<file path="src/rtl/controle_multiciclo_pkg.sv">
// Shared definitions for the nano processor multicycle control unit:
// opcodes, FSM states and ALU operation codes.
package controle_multiciclo_pkg;

  localparam logic [3:0] OP_NOP = 4'h0;
  localparam logic [3:0] OP_ADD = 4'h1;
  localparam logic [3:0] OP_SUB = 4'h2;
  localparam logic [3:0] OP_AND = 4'h3;
  localparam logic [3:0] OP_OR  = 4'h4;
  localparam logic [3:0] OP_MOV = 4'h5;
  localparam logic [3:0] OP_LDI = 4'h6;
  localparam logic [3:0] OP_JMP = 4'h7;
  localparam logic [3:0] OP_BEQ = 4'h8;
  localparam logic [3:0] OP_HLT = 4'hF;

  typedef enum logic [2:0] {
    ST_FETCH  = 3'd0,
    ST_DECODE = 3'd1,
    ST_READ   = 3'd2,
    ST_EXEC   = 3'd3,
    ST_WB     = 3'd4,
    ST_HALT   = 3'd5
  } estado_t;

  typedef enum logic [2:0] {
    ALU_ADD    = 3'd0,
    ALU_SUB    = 3'd1,
    ALU_AND    = 3'd2,
    ALU_OR     = 3'd3,
    ALU_PASS_A = 3'd4
  } alu_op_t;

endpackage

</file>
<file path="src/rtl/controle_multiciclo_decodificador.sv">
// Combinational opcode decoder: classifies the instruction class and picks
// the ALU operation used in EXEC/WB.
module decodificador_instr
  import controle_multiciclo_pkg::*;
(
  input  logic [3:0] op,
  output logic       is_alu,
  output logic       is_ldi,
  output logic       is_jmp,
  output logic       is_beq,
  output logic       is_hlt,
  output logic       is_illegal,
  output logic [2:0] alu_op
);

  alu_op_t sel;

  always_comb begin
    is_alu     = 1'b0;
    is_ldi     = 1'b0;
    is_jmp     = 1'b0;
    is_beq     = 1'b0;
    is_hlt     = 1'b0;
    is_illegal = 1'b0;
    sel        = ALU_ADD;
    case (op)
      OP_NOP: ;
      OP_ADD: begin is_alu = 1'b1; sel = ALU_ADD;    end
      OP_SUB: begin is_alu = 1'b1; sel = ALU_SUB;    end
      OP_AND: begin is_alu = 1'b1; sel = ALU_AND;    end
      OP_OR:  begin is_alu = 1'b1; sel = ALU_OR;     end
      OP_MOV: begin is_alu = 1'b1; sel = ALU_PASS_A; end
      OP_LDI: is_ldi = 1'b1;
      OP_JMP: is_jmp = 1'b1;
      // equality test is a subtraction checked through alu_zero
      OP_BEQ: begin is_beq = 1'b1; sel = ALU_SUB; end
      OP_HLT: is_hlt = 1'b1;
      default: is_illegal = 1'b1;
    endcase
    alu_op = sel;
  end

endmodule

</file>
<file path="src/rtl/controle_multiciclo.sv">
// Multicycle control unit: fetches 16-bit instructions, sequences the
// register bank / ALU datapath through FETCH-DECODE-READ-EXEC-WB and holds the PC.
module controle_multiciclo
  import controle_multiciclo_pkg::*;
#(
  parameter int unsigned PC_W = 8,
  parameter int unsigned IW   = 16
) (
  input  logic            clk,
  input  logic            rst,
  output logic            instr_req,
  output logic [PC_W-1:0] instr_addr,
  input  logic            instr_valid,
  input  logic [IW-1:0]   instr_data,
  output logic [2:0]      add_r1,
  output logic [2:0]      add_r2,
  output logic [2:0]      add_wr,
  output logic            wr_en,
  output logic            wr_sel,
  output logic [7:0]      imm,
  output logic [2:0]      alu_op,
  input  logic            alu_zero,
  output logic            halted,
  output logic            illegal
);

  estado_t         state, state_n;
  logic [PC_W-1:0] pc, pc_n;
  logic [IW-1:0]   ir, ir_n;

  logic [3:0]      f_op;
  logic [2:0]      f_rd, f_rs1, f_rs2;
  logic [PC_W-1:0] imm_pc, tgt_pc;

  logic is_alu, is_ldi, is_jmp, is_beq, is_hlt, is_illegal;

  assign f_op   = ir[15:12];
  assign f_rd   = ir[11:9];
  assign f_rs1  = ir[8:6];
  assign f_rs2  = ir[5:3];
  assign imm_pc = PC_W'(ir[7:0]);
  assign tgt_pc = PC_W'(ir[5:0]);

  decodificador_instr u_dec (
    .op         (f_op),
    .is_alu     (is_alu),
    .is_ldi     (is_ldi),
    .is_jmp     (is_jmp),
    .is_beq     (is_beq),
    .is_hlt     (is_hlt),
    .is_illegal (is_illegal),
    .alu_op     (alu_op)
  );

  always_ff @(posedge clk) begin
    if (rst) begin
      state <= ST_FETCH;
      pc    <= '0;
      ir    <= '0;
    end else begin
      state <= state_n;
      pc    <= pc_n;
      ir    <= ir_n;
    end
  end

  always_comb begin
    state_n = state;
    pc_n    = pc;
    ir_n    = ir;
    case (state)
      ST_FETCH: begin
        if (instr_valid) begin
          ir_n    = instr_data;
          pc_n    = pc + PC_W'(1);
          state_n = ST_DECODE;
        end
      end
      ST_DECODE: begin
        if (is_hlt) begin
          state_n = ST_HALT;
        end else if (is_jmp) begin
          pc_n    = imm_pc;
          state_n = ST_FETCH;
        end else if (is_ldi) begin
          state_n = ST_WB;
        end else if (is_alu || is_beq) begin
          state_n = ST_READ;
        end else begin
          state_n = ST_FETCH;
        end
      end
      ST_READ: state_n = ST_EXEC;
      ST_EXEC: begin
        if (is_beq) begin
          if (alu_zero) pc_n = tgt_pc;
          state_n = ST_FETCH;
        end else begin
          state_n = ST_WB;
        end
      end
      ST_WB:   state_n = ST_FETCH;
      ST_HALT: state_n = ST_HALT;
      default: state_n = ST_FETCH;
    endcase
  end

  // Strobes are masked by rst so a write pending in WB is dropped on the reset edge.
  assign instr_req  = (state == ST_FETCH) && !rst;
  assign wr_en      = (state == ST_WB) && !rst;
  assign illegal    = (state == ST_DECODE) && is_illegal && !rst;
  assign halted     = (state == ST_HALT);
  assign instr_addr = pc;

  // Fields come straight from IR, which only changes at the end of FETCH,
  // so they keep their last value until the next instruction is decoded.
  assign add_r1 = is_beq ? f_rd  : f_rs1;
  assign add_r2 = is_beq ? f_rs1 : f_rs2;
  assign add_wr = f_rd;
  assign wr_sel = is_ldi;
  assign imm    = ir[7:0];

endmodule
</file>
<file path="config.mk">
export PLATFORM = sky130hd
export DESIGN_NAME = controle_multiciclo
export DESIGN_NICKNAME = d
export VERILOG_FILES = /design/src/rtl/controle_multiciclo_pkg.sv /design/src/rtl/controle_multiciclo_decodificador.sv /design/src/rtl/controle_multiciclo.sv
export SDC_FILE = /design/constraint.sdc
export NUM_CORES = 1
export LEC_CHECK = 0
export CAP_MARGIN = 5
export CORE_MARGIN = 2
export CORE_UTILIZATION = 45
export DETAILED_ROUTE_END_ITERATION = 12
export HOLD_SLACK_MARGIN = 0.06
export PLACE_DENSITY = 0.82
export SETUP_SLACK_MARGIN = 0.05
export SYNTH_ARGS = -nofsm -noshare
export SYNTH_HDL_FRONTEND = slang
export SYNTH_SLANG_ARGS = --single-unit
</file>
<file path="constraint.sdc">
create_clock -name clk -period 2.2 [get_ports clk]
set_clock_uncertainty 0.15 [all_clocks]
set_input_delay 0.33 -clock clk [delete_from_list [all_inputs] [get_ports clk]]
set_output_delay 0.33 -clock clk [all_outputs]
set_load 0.05 [all_outputs]
</file>
==> results of run 1 <==
## worst max path at each step
stage | end | slack (ns) | cells after the start
floorplan | illegal | -0.03 | 5
global placement | illegal | 0.29 | 5
detailed placement | add_r2[0] | 0.25 | 4
CTS | add_r2[0] | 0.03 | 4
global route | add_r2[1] | -0.03 | 4
finish | add_r1[1] | 0.04 | 4
## cells in the final DEF, fill, tap and decap left out, types with 3 or more instances in the layout
cell type and instances:
mux2_4 6, nand2_1 36, buf_12 7, inv_1 5, buf_8 5, clkbuf_4 3, nor2_1 11, buf_4 17
o21ai_0 4, nor3_1 6, dlymetal6s2s_1 4, nand2b_1 4, dfxtp_4 3, buf_6 3, a21oi_1 24, nand3_1 7
o311ai_1 4, dfxtp_1 23, clkdlybuf4s50_1 32, and3_1 5, o31ai_1 6
## metal layers
layer  vias to the layer above  share of wire [%]  track usage, %
met1                       824                 45            27.8
met5                         -                  0               0
met2                        59                 48            37.6
met4                         0                1.7            9.24
met3                         7                5.4            3.17
li1                        841                  -               -
## report_power, final
part	internal, mW	switching, mW	total (mW)	leakage (nW)
clock	0.0687	0.163	0.232	0.0177
sequential	0.519	0.0434	0.563	0.224
combinational	0.212	0.284	0.496	0.722
## area by class of cell
class	count	area, µm²
fillers	283	1000
multi-input cells	151	965
repair buffers	70	764
flip-flops and latches	27	553
well taps	46	57.6
clock buffers	3	22.5
inverters	5	18.8
clock inverters	1	5.00
## flip-flops by register name, indices dropped and copies added (netlist names)
name	flops
instr_addr	8
state	3
ir	16
## kinds of logic after synthesis
| family | count (synthesis) | share of synthesized area, % |
|---|---|---|
| mux | 7 | 4.80 |
| simple gates | 84 | 26.0 |
| fa+ha+maj | 1 | 0.774 |
| compound gates | 58 | 24.1 |
| flops | 27 | 33.4 |
| buf+inv | 32 | 10.3 |
| xor+xnor | 1 | 0.542 |
## metrics by stage
step	worst slack, ns	instances	power [mW]
5_1_grt	-0.0345	303	1.34
3_5_place_dp	0.254	293	1.03
3_3_place_gp	0.290	293	1.02
2_1_floorplan	-0.0294	210	0.870
4_1_cts	0.0286	303	1.27
6_report	0.0401	303	1.29
## worst register-to-register path, delay by kind of cell, from the launching register on
family,cells,cell delay [ns]
compound gates,3,0.82
flops,1,0.45
buf+inv,2,0.29
simple gates,1,0.06
## repair_timing
item,CTS,global route
pin swaps,0,3
buffers inserted,6,0
gates cloned,0,0
gates resized for setup,15,19
setup endpoints to repair,11,12
==> Implementation_results.wiki, run 1 <==
{| class="wikitable"
! Metric !! Value
|-
| Portion of synthesized cell area occupied by the leading cell type || approximately 33%
|-
| Time the worst path needs with I/O delays and setup || around 2.2 ns
|-
| HP Class || reg2reg
|-
| Later-pin clock latency in the skew report || ~0.35 ns
|-
| Antenna-violating nets left || 0
|-
| Crit-path cells || nor4b_4, buf_6, mux2_4, buf_8
|-
| Kind of cell adding the most delay to the critical path || flip-flops
|-
| Least-Margin Pin Slew || about 0.56 ns
|-
| Worst reg-to-reg setup slack || approximately 0.35 ns
|-
| Die boundary width || 63.9 µm
|-
| Leading cell type by number of instances after synthesis || nand2_1
|-
| CTS H-tree lvls || 1
|-
| Flip-flop and latch count after synthesis || 27
|-
| Syn. warnings || 0
|-
| Number of rows in the core area || 21
|-
| Die area || about 4000 µm²
|-
| Power density normalized to cell area || roughly 540 nW/µm²
|-
| Distinct cell type count of the synthesized netlist || 43
|-
| Vias in the first global route || 1597
|-
| Cell depth of the worst min-delay path || 2
|-
| CTS tree || built
|-
| Clk sinks || 27
|-
| Post-Syn Area per Cell || approximately 7.7 µm²
|-
| Post-synthesis to final-layout area growth || 47.6%
|-
| Global route overflow || 0
|-
| Setup repair after global routing missed its margin || true
|-
| Status || completed
|-
| Combined buffer and inverter count along the critical path || 2
|-
| Leakage power total || slightly below 1 nW
|-
| Routability-driven placement congestion ratio || 0.865
|-
| Cell taking the most area after synthesis || dfxtp_1
|-
| Origin of the critical flop-to-flop path || ir[14]$_SDFFE_PP0P_
|-
| CP max stage delay || 0.39 ns
|-
| Cell types occupying the most area after synthesis || dfxtp_1 (33%), nand2_1 (8.4%), a21oi_1 (7.7%), buf_4 (5.1%), mux2_2 (4.2%)
|-
| Final standard cell utilization of the core || slightly above 70%
|-
| Overall routed net length || 4440 µm
|-
| Total negative setup slack || 0 ns
|-
| Height of the die || between 60 and 70 µm
|-
| Total count of hold-check failures in the final report || 0
|-
| Port Buffer Count || 52
|-
| Seq/Total Area, Yosys || approximately a third
|-
| Highest-delay cell along the critical path || dfxtp_4
|-
| R2r endpoint || instr_addr[3]$_SDFFE_PP0P_
|-
| Fin nets || between 200 and 300
|-
| Initial antenna violation count || 0
|-
| Top fanout value on the critical path || 7
|-
| Count of pins on the block boundary || between 50 and 60
|-
| Post-synth net total || 231
|-
| Leading cell types by count after synthesis || nand2_1 (36), dfxtp_1 (27), a21oi_1 (25)
|-
| Non-Filler Cell Area, Final || 2390 µm²
|-
| Final Max Tran Viols || 0
|-
| Pin count of the biggest net entering global routing || 25
|-
| Max-cap check violation count || 0
|-
| Initial core utilization || around 48%
|-
| Worst slew margin relative to its limit || 62.4%
|-
| Proportion of layout cells with a drive suffix above 1 || a little under a quarter
|-
| First DRT Iteration DRCs || 88
|-
| Most used DFF post-synth || dfxtp_1
|-
| Data required, critical path || approximately 1.7 ns
|-
| Sum of net half-perimeters after detailed placement || ~3000 µm
|-
| Remaining DRCs || 0
|-
| Area inside the core boundary || roughly 3400 µm²
|-
| Number of vias per cell || about 5.7
|-
| Area after detailed placement || ~2200 µm²
|-
| Kind of launch point of the worst setup path || register
|-
| Setup-violating endpoint count in the final report || 0
|-
| Antenna diodes || 0
|-
| Total CTS buffers || 3
|-
| Clock-pin transition on the worst setup and hold timing paths || ~0.16 ns
|-
| Number of enable flip-flop cells after synthesis || 0
|-
| Cts-stage hold buffer count || 0
|-
| Cells after synthesis || 210
|-
| WHS || about 0.35 ns
|-
| Worst endpoint data arrival time || between 1.5 and 2 ns
|-
| Global-route usage over all layers || 22.1%
|-
| FFs w/ async S/R, synth || 0%
|-
| Wire length of the first global-routing pass || between 7000 and 8000 µm
|-
| Cell area after synthesis || approximately 1600 µm²
|-
| Worst Setup End Kind || output pin
|-
| Mean routed wirelength per cell || about 15 µm
|-
| IR Drop Worst-Case VDD || 0.000304 V
|-
| Maximum number of buffers from clock root to sink || 2
|-
| TritonRoute pass-1 iters || 4
|-
| Highest clock frequency the design can meet || roughly 460 MHz
|-
| Critical path start-end classification || reg2out
|-
| Via total after detailed routing || 1731
|-
| Start point of the worst min-delay path || ir[2]$_SDFFE_PP0P_
|-
| Cell at the root of the clock tree || clkbuf_4
|-
| Ratio of final minimum period to clock period || just under 100%
|-
| Worst r2r path cells || 6
|-
| Launch point of the critical path || ir[13]$_SDFFE_PP0P_
|-
| Worst Hold Endpoint || ir[2]$_SDFFE_PP0P_
|}
No activity file was read; power rests on OpenSTA's default activity.
==> run 2: changes to the inputs <==
--- a/config.mk
+++ b/config.mk
@@ -7,10 +7,10 @@
 export LEC_CHECK = 0
 export CAP_MARGIN = 5
 export CORE_MARGIN = 2
-export CORE_UTILIZATION = 45
+export CORE_UTILIZATION = 46
 export DETAILED_ROUTE_END_ITERATION = 12
 export HOLD_SLACK_MARGIN = 0.06
-export PLACE_DENSITY = 0.82
+export PLACE_DENSITY = 0.83
 export SETUP_SLACK_MARGIN = 0.05
 export SYNTH_ARGS = -nofsm -noshare
 export SYNTH_HDL_FRONTEND = slang
==> run 2 against run 1 <==
Hold slack got worse by 0.0081 ns. Fmax barely moved. Total power rose by 0.52%. Critical path depth rose by 2. Sequential share of layout area fell by 0.44 points. Critical path type unchanged. Critical endpoint is now alu_op[1]. Largest power group unchanged. Highest routed layer unchanged.
==> Implementation_results.wiki, run 2 (synthesized netlist as in run 1, its figures left out) <==
{| class="wikitable"
! Metric !! Value
|-
| Status || completed
|-
| Ratio of final minimum period to clock period || 98.2% (about the same)
|-
| Leakage power total || 1.01 nW (+4.5%)
|-
| Worst slew margin relative to its limit || 59.5% (-2.9 points)
|-
| Die boundary width || 63.3 µm (-1.0%)
|-
| CP max stage delay || 0.38 ns (about the same)
|-
| Post-route insts no fill || 300 (-0.99%)
|-
| Number of vias per cell || 5.65 (-1.2%)
|-
| Number of rows in the core area || 21 (unchanged)
|-
| CTS tree || built
|-
| Kind of launch point of the worst setup path || register
|-
| Antenna diodes || 0 (unchanged)
|-
| Antenna-violating nets left || 0 (unchanged)
|-
| Via total after detailed routing || 1694 (-2.1%)
|-
| HP Class || reg2reg
|-
| Post-synthesis to final-layout area growth || 48.8%
|-
| First DRT Iteration DRCs || 96 (+9.1%)
|-
| Setup repair after global routing missed its margin || true
|-
| Area inside the core boundary || 3360 µm² (-0.78%)
|-
| Global-route usage over all layers || 21.2% (-0.95 points)
|-
| Top fanout value on the critical path || 3 (-4)
|-
| Time the worst path needs with I/O delays and setup || 2.16 ns (+0.000755 ns)
|-
| Overall routed net length || 4350 µm (-1.9%)
|-
| Clock-pin transition on the worst setup and hold timing paths || 0.16 ns (about the same)
|-
| Height of the die || 63.3 µm (-1.0%)
|-
| Vias in the first global route || 1447 (-9.4%)
|-
| CTS H-tree lvls || 1 (unchanged)
|-
| Port Buffer Count || 52 (unchanged)
|-
| Crit-path cells || buf_4, buf_6, inv_1, or3_1, a21oi_2, buf_12
|-
| Total negative setup slack || 0 ns (unchanged)
|-
| Die area || 4000 µm² (-2.0%)
|-
| Cell at the root of the clock tree || clkbuf_4
|-
| Launch point of the critical path || ir[12]$_SDFFE_PP0P_
|-
| Non-Filler Cell Area, Final || 2400 µm² (+0.79%)
|-
| Worst endpoint data arrival time || 1.68 ns (about the same)
|-
| Global route overflow || 0 (unchanged)
|-
| Cts-stage hold buffer count || 0 (unchanged)
|-
| Highest clock frequency the design can meet || 463 MHz (about the same)
|-
| Routability-driven placement congestion ratio || 0.860 (-0.59%)
|-
| Reg with most FFs || ir
|-
| IR Drop Worst-Case VDD || 0.000353 V (+16%)
|-
| Power density normalized to cell area || 539 nW/µm² (-0.27%)
|-
| Highest-delay cell along the critical path || dfxtp_2
|-
| Least-Margin Pin Slew || 0.608 ns (+0.0442 ns)
|-
| Worst Setup End Kind || output pin
|-
| Final Max Tran Viols || 0 (unchanged)
|-
| Largest register FFs || 16 (unchanged)
|-
| Commonest non-fill, non-tap cells in the layout || nand2_1 (36), clkdlybuf4s50_1 (29), a21oi_1 (24)
|-
| Clk sinks || 27 (unchanged)
|-
| Setup-violating endpoint count in the final report || 0 (unchanged)
|-
| Initial core utilization || 48.1% (+0.37 points)
|-
| Remaining DRCs || 0 (unchanged)
|-
| R2r endpoint || instr_addr[2]$_SDFFE_PP0P_
|-
| Fin nets || 276 (-1.1%)
|-
| Total CTS buffers || 3 (unchanged)
|-
| Total count of hold-check failures in the final report || 0 (unchanged)
|-
| Sum of net half-perimeters after detailed placement || 2980 µm (-3.3%)
|-
| TritonRoute pass-1 iters || 4 (unchanged)
|-
| Later-pin clock latency in the skew report || 0.35 ns (about the same)
|-
| Initial antenna violation count || 0 (unchanged)
|-
| Pin count of the biggest net entering global routing || 21 (-16%)
|-
| Proportion of layout cells with a drive suffix above 1 || 23.6% (+0.66 points)
|-
| Max-cap check violation count || 0 (unchanged)
|-
| Wire length of the first global-routing pass || 6820 µm (-7.0%)
|-
| Area after detailed placement || 2210 µm² (unchanged)
|-
| Data required, critical path || 1.72 ns (about the same)
|-
| Critical path start-end classification || reg2out
|-
| Maximum number of buffers from clock root to sink || 2 (unchanged)
|-
| Destination of the critical timing path || alu_op[1]
|-
| Fill cell count || 264 (-6.7%)
|-
| Count of pins on the block boundary || 53 (unchanged)
|-
| Leading cell type in the layout, fill and taps excluded || nand2_1
|-
| Worst r2r path cells || 7 (+1)
|-
| Mean routed wirelength per cell || 14.5 µm (-0.91%)
|-
| Origin of the critical flop-to-flop path || ir[12]$_SDFFE_PP0P_
|-
| Worst reg-to-reg setup slack || 0.21 ns (-0.14 ns)
|-
| Placed cell count || 293 (unchanged)
|}
## run 2: what timing repair did
action	CTS	global route
buffers inserted	2	1
pin swaps	2	6
gates resized for setup	16	28
hold endpoints to repair	0	0
endpoints found under the setup margin	11	18
## run 2: area by class of cell
class / count / area [µm²] / share of cell area (%)
flip-flops and latches: 27 / 547 / 22.7
clock buffers: 3 / 22.5 / 0.937
multi-input cells: 151 / 991 / 41.2
repair buffers: 67 / 761 / 31.6
clock inverters: 1 / 7.51 / 0.312
inverters: 5 / 18.8 / 0.780
well taps: 46 / 57.6 / 2.39
## run 2: per-stage QoR
step	total power [mW]	hold slack [ns]	setup slack [ns]	utilization (%)
after global placement	1.02	0.310	0.291	65.8
final	1.30	0.338	0.0393	71.5
after global routing	1.36	0.347	-0.0417	71.5
after floorplan	0.870	0.293	-0.0294	-
after CTS	1.27	0.338	0.00196	68.5
after detailed placement	1.03	0.316	0.263	65.8
## run 2: how the worst min path moves through the flow
stage,from,to,slack (ns),depth (start not counted)
4_1_cts,ir[9]$_SDFFE_PP0P_,ir[9]$_SDFFE_PP0P_,0.34,2
5_1_grt,instr_data[5],ir[5]$_SDFFE_PP0P_,0.35,3
3_5_place_dp,ir[9]$_SDFFE_PP0P_,ir[9]$_SDFFE_PP0P_,0.32,2
6_report,ir[2]$_SDFFE_PP0P_,ir[2]$_SDFFE_PP0P_,0.34,2
3_3_place_gp,ir[8]$_SDFFE_PP0P_,ir[8]$_SDFFE_PP0P_,0.31,2
2_1_floorplan,ir[8]$_SDFFE_PP0P_,ir[8]$_SDFFE_PP0P_,0.29,2
## run 2: routing by layer
metal / track usage, % / wire [µm] / vias up
met5: 0 / 0 / -
met4: 7.61 / 57 / 0
met3: 3.57 / 263 / 5
met2: 33.9 / 2030 / 61
met1: 28.7 / 2000 / 792
li1: - / - / 836
## run 2: power by group
| part | leakage, nW | internal [mW] | switching (mW) |
|---|---|---|---|
| Sequential | 0.223 | 0.521 | 0.0395 |
| Clock | 0.0139 | 0.0700 | 0.163 |
| Combinational | 0.770 | 0.213 | 0.290 |
| Total | 1.01 | 0.804 | 0.493 |
## run 2: critical path, delay by kind of cell, from the launching register on
kind | cells | cell delay (ns)
AOI/OAI and AO/OA | 1 | 0.18
buffers and inverters | 4 | 0.41
DFF | 1 | 0.38
and+or+nand+nor | 1 | 0.36
==> run 3: changes to the inputs <==
==> constraint.sdc (replaced) <==
create_clock -name clk -period 2.2 [get_ports clk]
set_clock_uncertainty 0.15 [all_clocks]
set_input_delay 0.33 -clock clk [delete_from_list [all_inputs] [get_ports clk]]
set_output_delay 0.33 -clock clk [all_outputs]
set_load 0.1 [all_outputs]
==> run 3 against run 2 <==
Setup slack worse by 0.014 ns. Global-route usage rose by 1.2 points. Non-clock buffer count rose by 1. Sequential power up 1%. Sequential share of layout area up 0.60 points. Largest cell class unchanged.
==> Implementation_results.wiki, run 3 (synthesized netlist as in run 1, its figures left out) <==
{| class="wikitable"
! Metric !! Value
|-
| Reg with most FFs || ir
|-
| Top fanout value on the critical path || 7 (+4)
|-
| Vias in the first global route || 1519 (+5.0%)
|-
| Worst reg-to-reg setup slack || 0.31 ns (+0.10 ns)
|-
| Met2 Routed Length || 2100 µm (+3.2%)
|-
| Top routing layer in use || met4
|-
| Setup-violating endpoint count in the final report || 0 (unchanged)
|-
| Sum of net half-perimeters after detailed placement || 3020 µm (+1.4%)
|-
| Worst r2r path cells || 6 (-1)
|-
| Port Buffer Count || 52 (unchanged)
|-
| Routability-driven placement congestion ratio || 0.853 (-0.79%)
|-
| Leakage power total || 0.932 nW (-7.5%)
|-
| Final Max Tran Viols || 0 (unchanged)
|-
| Total CTS buffers || 3 (unchanged)
|-
| Time the worst path needs with I/O delays and setup || 2.17 ns (+0.0140 ns)
|-
| Kind of cell adding the most delay to the critical path || flip-flops
|-
| Number of rows in the core area || 21 (unchanged)
|-
| Destination of the critical timing path || add_r1[1]
|-
| Post-synthesis to final-layout area growth || 48.9%
|-
| Highest-delay cell along the critical path || dfxtp_4
|-
| Data required, critical path || 1.72 ns (about the same)
|-
| Count of pins on the block boundary || 53 (unchanged)
|-
| Clock-pin transition on the worst setup and hold timing paths || 0.16 ns (about the same)
|-
| Area after detailed placement || 2280 µm² (+2.9%)
|-
| Commonest non-fill, non-tap cells in the layout || nand2_1 (36), buf_4 (34), a21oi_1 (24)
|-
| Global-route usage over all layers || 22.4% (+1.2 points)
|-
| IR Drop Worst-Case VDD || 0.000324 V (-8.1%)
|-
| Height of the die || 63.3 µm (unchanged)
|-
| Power density normalized to cell area || 600 nW/µm² (+11%)
|-
| Leading cell type in the layout, fill and taps excluded || nand2_1
|-
| CP max stage delay || 0.39 ns (about the same)
|-
| First DRT Iteration DRCs || 139 (+45%)
|-
| Max-cap check violation count || 0 (unchanged)
|-
| Cts-stage hold buffer count || 0 (unchanged)
|-
| Largest register FFs || 16 (unchanged)
|-
| Die area || 4000 µm² (unchanged)
|-
| Sum of met3 wire segment lengths after detailed routing || 334 µm (+27%)
|-
| Register cell area after layout || 562 µm² (+2.7%)
|-
| Clk sinks || 27 (unchanged)
|-
| Pin count of the biggest net entering global routing || 31 (+48%)
|-
| Least-Margin Pin Slew || 0.591 ns (-0.0168 ns)
|-
| Area inside the core boundary || 3360 µm² (unchanged)
|-
| Length of routed wiring on met1 || 1840 µm (-7.6%)
|-
| Origin of the critical flop-to-flop path || ir[14]$_SDFFE_PP0P_
|-
| Mean routed wirelength per cell || 14.4 µm (-0.97%)
|-
| Antenna-violating nets left || 0 (unchanged)
|-
| Initial antenna violation count || 0 (unchanged)
|-
| HP Class || reg2reg
|-
| Worst endpoint data arrival time || 1.69 ns (about the same)
|-
| Dpl ws || 0.214 ns (-0.0484 ns)
|-
| Multi-input gate area in the final layout || 1000 µm² (+1.1%)
|-
| Worst Setup End Kind || output pin
|-
| Overall routed net length || 4320 µm (-0.64%)
|-
| Initial core utilization || 48.1% (unchanged)
|-
| Ratio of final minimum period to clock period || 98.8% (+0.64 points)
|-
| Highest clock frequency the design can meet || 460 MHz (-0.64%)
|-
| Combined buffer and inverter count along the critical path || 2 (-2)
|-
| Number of vias per cell || 5.55 (-1.7%)
|-
| Antenna diodes || 0 (unchanged)
|-
| Crit-path cells || nor4b_4, buf_6, mux2_4, buf_12
|-
| Non-Filler Cell Area, Final || 2410 µm² (+0.10%)
|-
| Status || completed
|-
| Total number of cells along the worst setup path || 4 (-2)
|-
| Setup repair after global routing missed its margin || true
|-
| Kind of launch point of the worst setup path || register
|-
| R2r endpoint || instr_addr[2]$_SDFFE_PP0P_
|-
| Fin nets || 277 (+0.36%)
|-
| Final standard cell utilization of the core || 71.6% (+0.074 points)
|-
| Start point of the worst min-delay path || ir[8]$_SDFFE_PP0P_
|-
| Later-pin clock latency in the skew report || 0.33 ns (-0.02 ns)
|-
| Fill cell count || 282 (+6.8%)
|-
| Worst slew margin relative to its limit || 60.6% (+1.1 points)
|-
| Wire length of the first global-routing pass || 7200 µm (+5.7%)
|-
| Proportion of layout cells with a drive suffix above 1 || 34.1% (+10 points)
|-
| Remaining DRCs || 0 (unchanged)
|-
| Total count of hold-check failures in the final report || 0 (unchanged)
|-
| TritonRoute pass-1 iters || 4 (unchanged)
|-
| Cell at the root of the clock tree || clkbuf_4
|-
| Launch point of the critical path || ir[13]$_SDFFE_PP0P_
|-
| Global route overflow || 0 (unchanged)
|-
| Die boundary width || 63.3 µm (unchanged)
|-
| Setup ws final || 0.0253 ns (-0.0140 ns)
|-
| CTS H-tree lvls || 1 (unchanged)
|-
| Via total after detailed routing || 1671 (-1.4%)
|-
| Maximum number of buffers from clock root to sink || 2 (unchanged)
|-
| CTS tree || built
|-
| Critical path start-end classification || reg2out
|}
-- run 3: stage by stage --
stage	hold WS [ns]	instances	TNS (ns)	power (mW)
finish	0.346	301	0	1.44
global route	0.369	301	-0.206	1.50
CTS	0.337	300	0	1.44
detailed placement	0.317	291	0	1.20
global placement	0.312	291	0	1.19
floorplan	0.293	210	-0.434	1.03
-- run 3: how the worst min path moves through the flow --
stage / to / slack [ns] / cells past startpoint
2_1_floorplan: ir[8]$_SDFFE_PP0P_ / 0.29 / 2
3_3_place_gp: ir[9]$_SDFFE_PP0P_ / 0.31 / 2
3_5_place_dp: ir[9]$_SDFFE_PP0P_ / 0.32 / 2
4_1_cts: ir[9]$_SDFFE_PP0P_ / 0.34 / 2
5_1_grt: ir[11]$_SDFFE_PP0P_ / 0.37 / 2
6_report: ir[8]$_SDFFE_PP0P_ / 0.35 / 2
-- run 3: where the power goes --
part | internal [mW] | switching (mW)
clock network | 0.0698 | 0.160
logic | 0.219 | 0.429
registers | 0.521 | 0.0458
-- run 3: cell type report --
cell class / count / share of cell area [%]
clock buffers: 3 / 0.936
well taps: 46 / 2.39
multi-input cells: 151 / 41.6
repair buffers: 68 / 30.6
clock inverters: 1 / 0.312
inverters: 5 / 0.780
flip-flops and latches: 27 / 23.3
-- run 3: repair_timing --
item                                    CTS  global route
setup buffers                             5             1
resized for setup                         9            10
cloned                                    0             0
endpoints found under the setup margin   10             9
pin swaps                                 0             2
-- run 3: tightest hold or removal path, cell delays in order, from the launching register on --
cell     delay, ns
dfxtp_1       0.36
nand2_1       0.06
a21oi_1       0.05
-- run 3: layer usage --
metal  vias to the layer above  global-route usage (%)
met5                         -                       0
met4                         0                    7.88
met3                         5                    4.29
met2                        68                    35.1
met1                       760                    30.6
li1                        838                       -
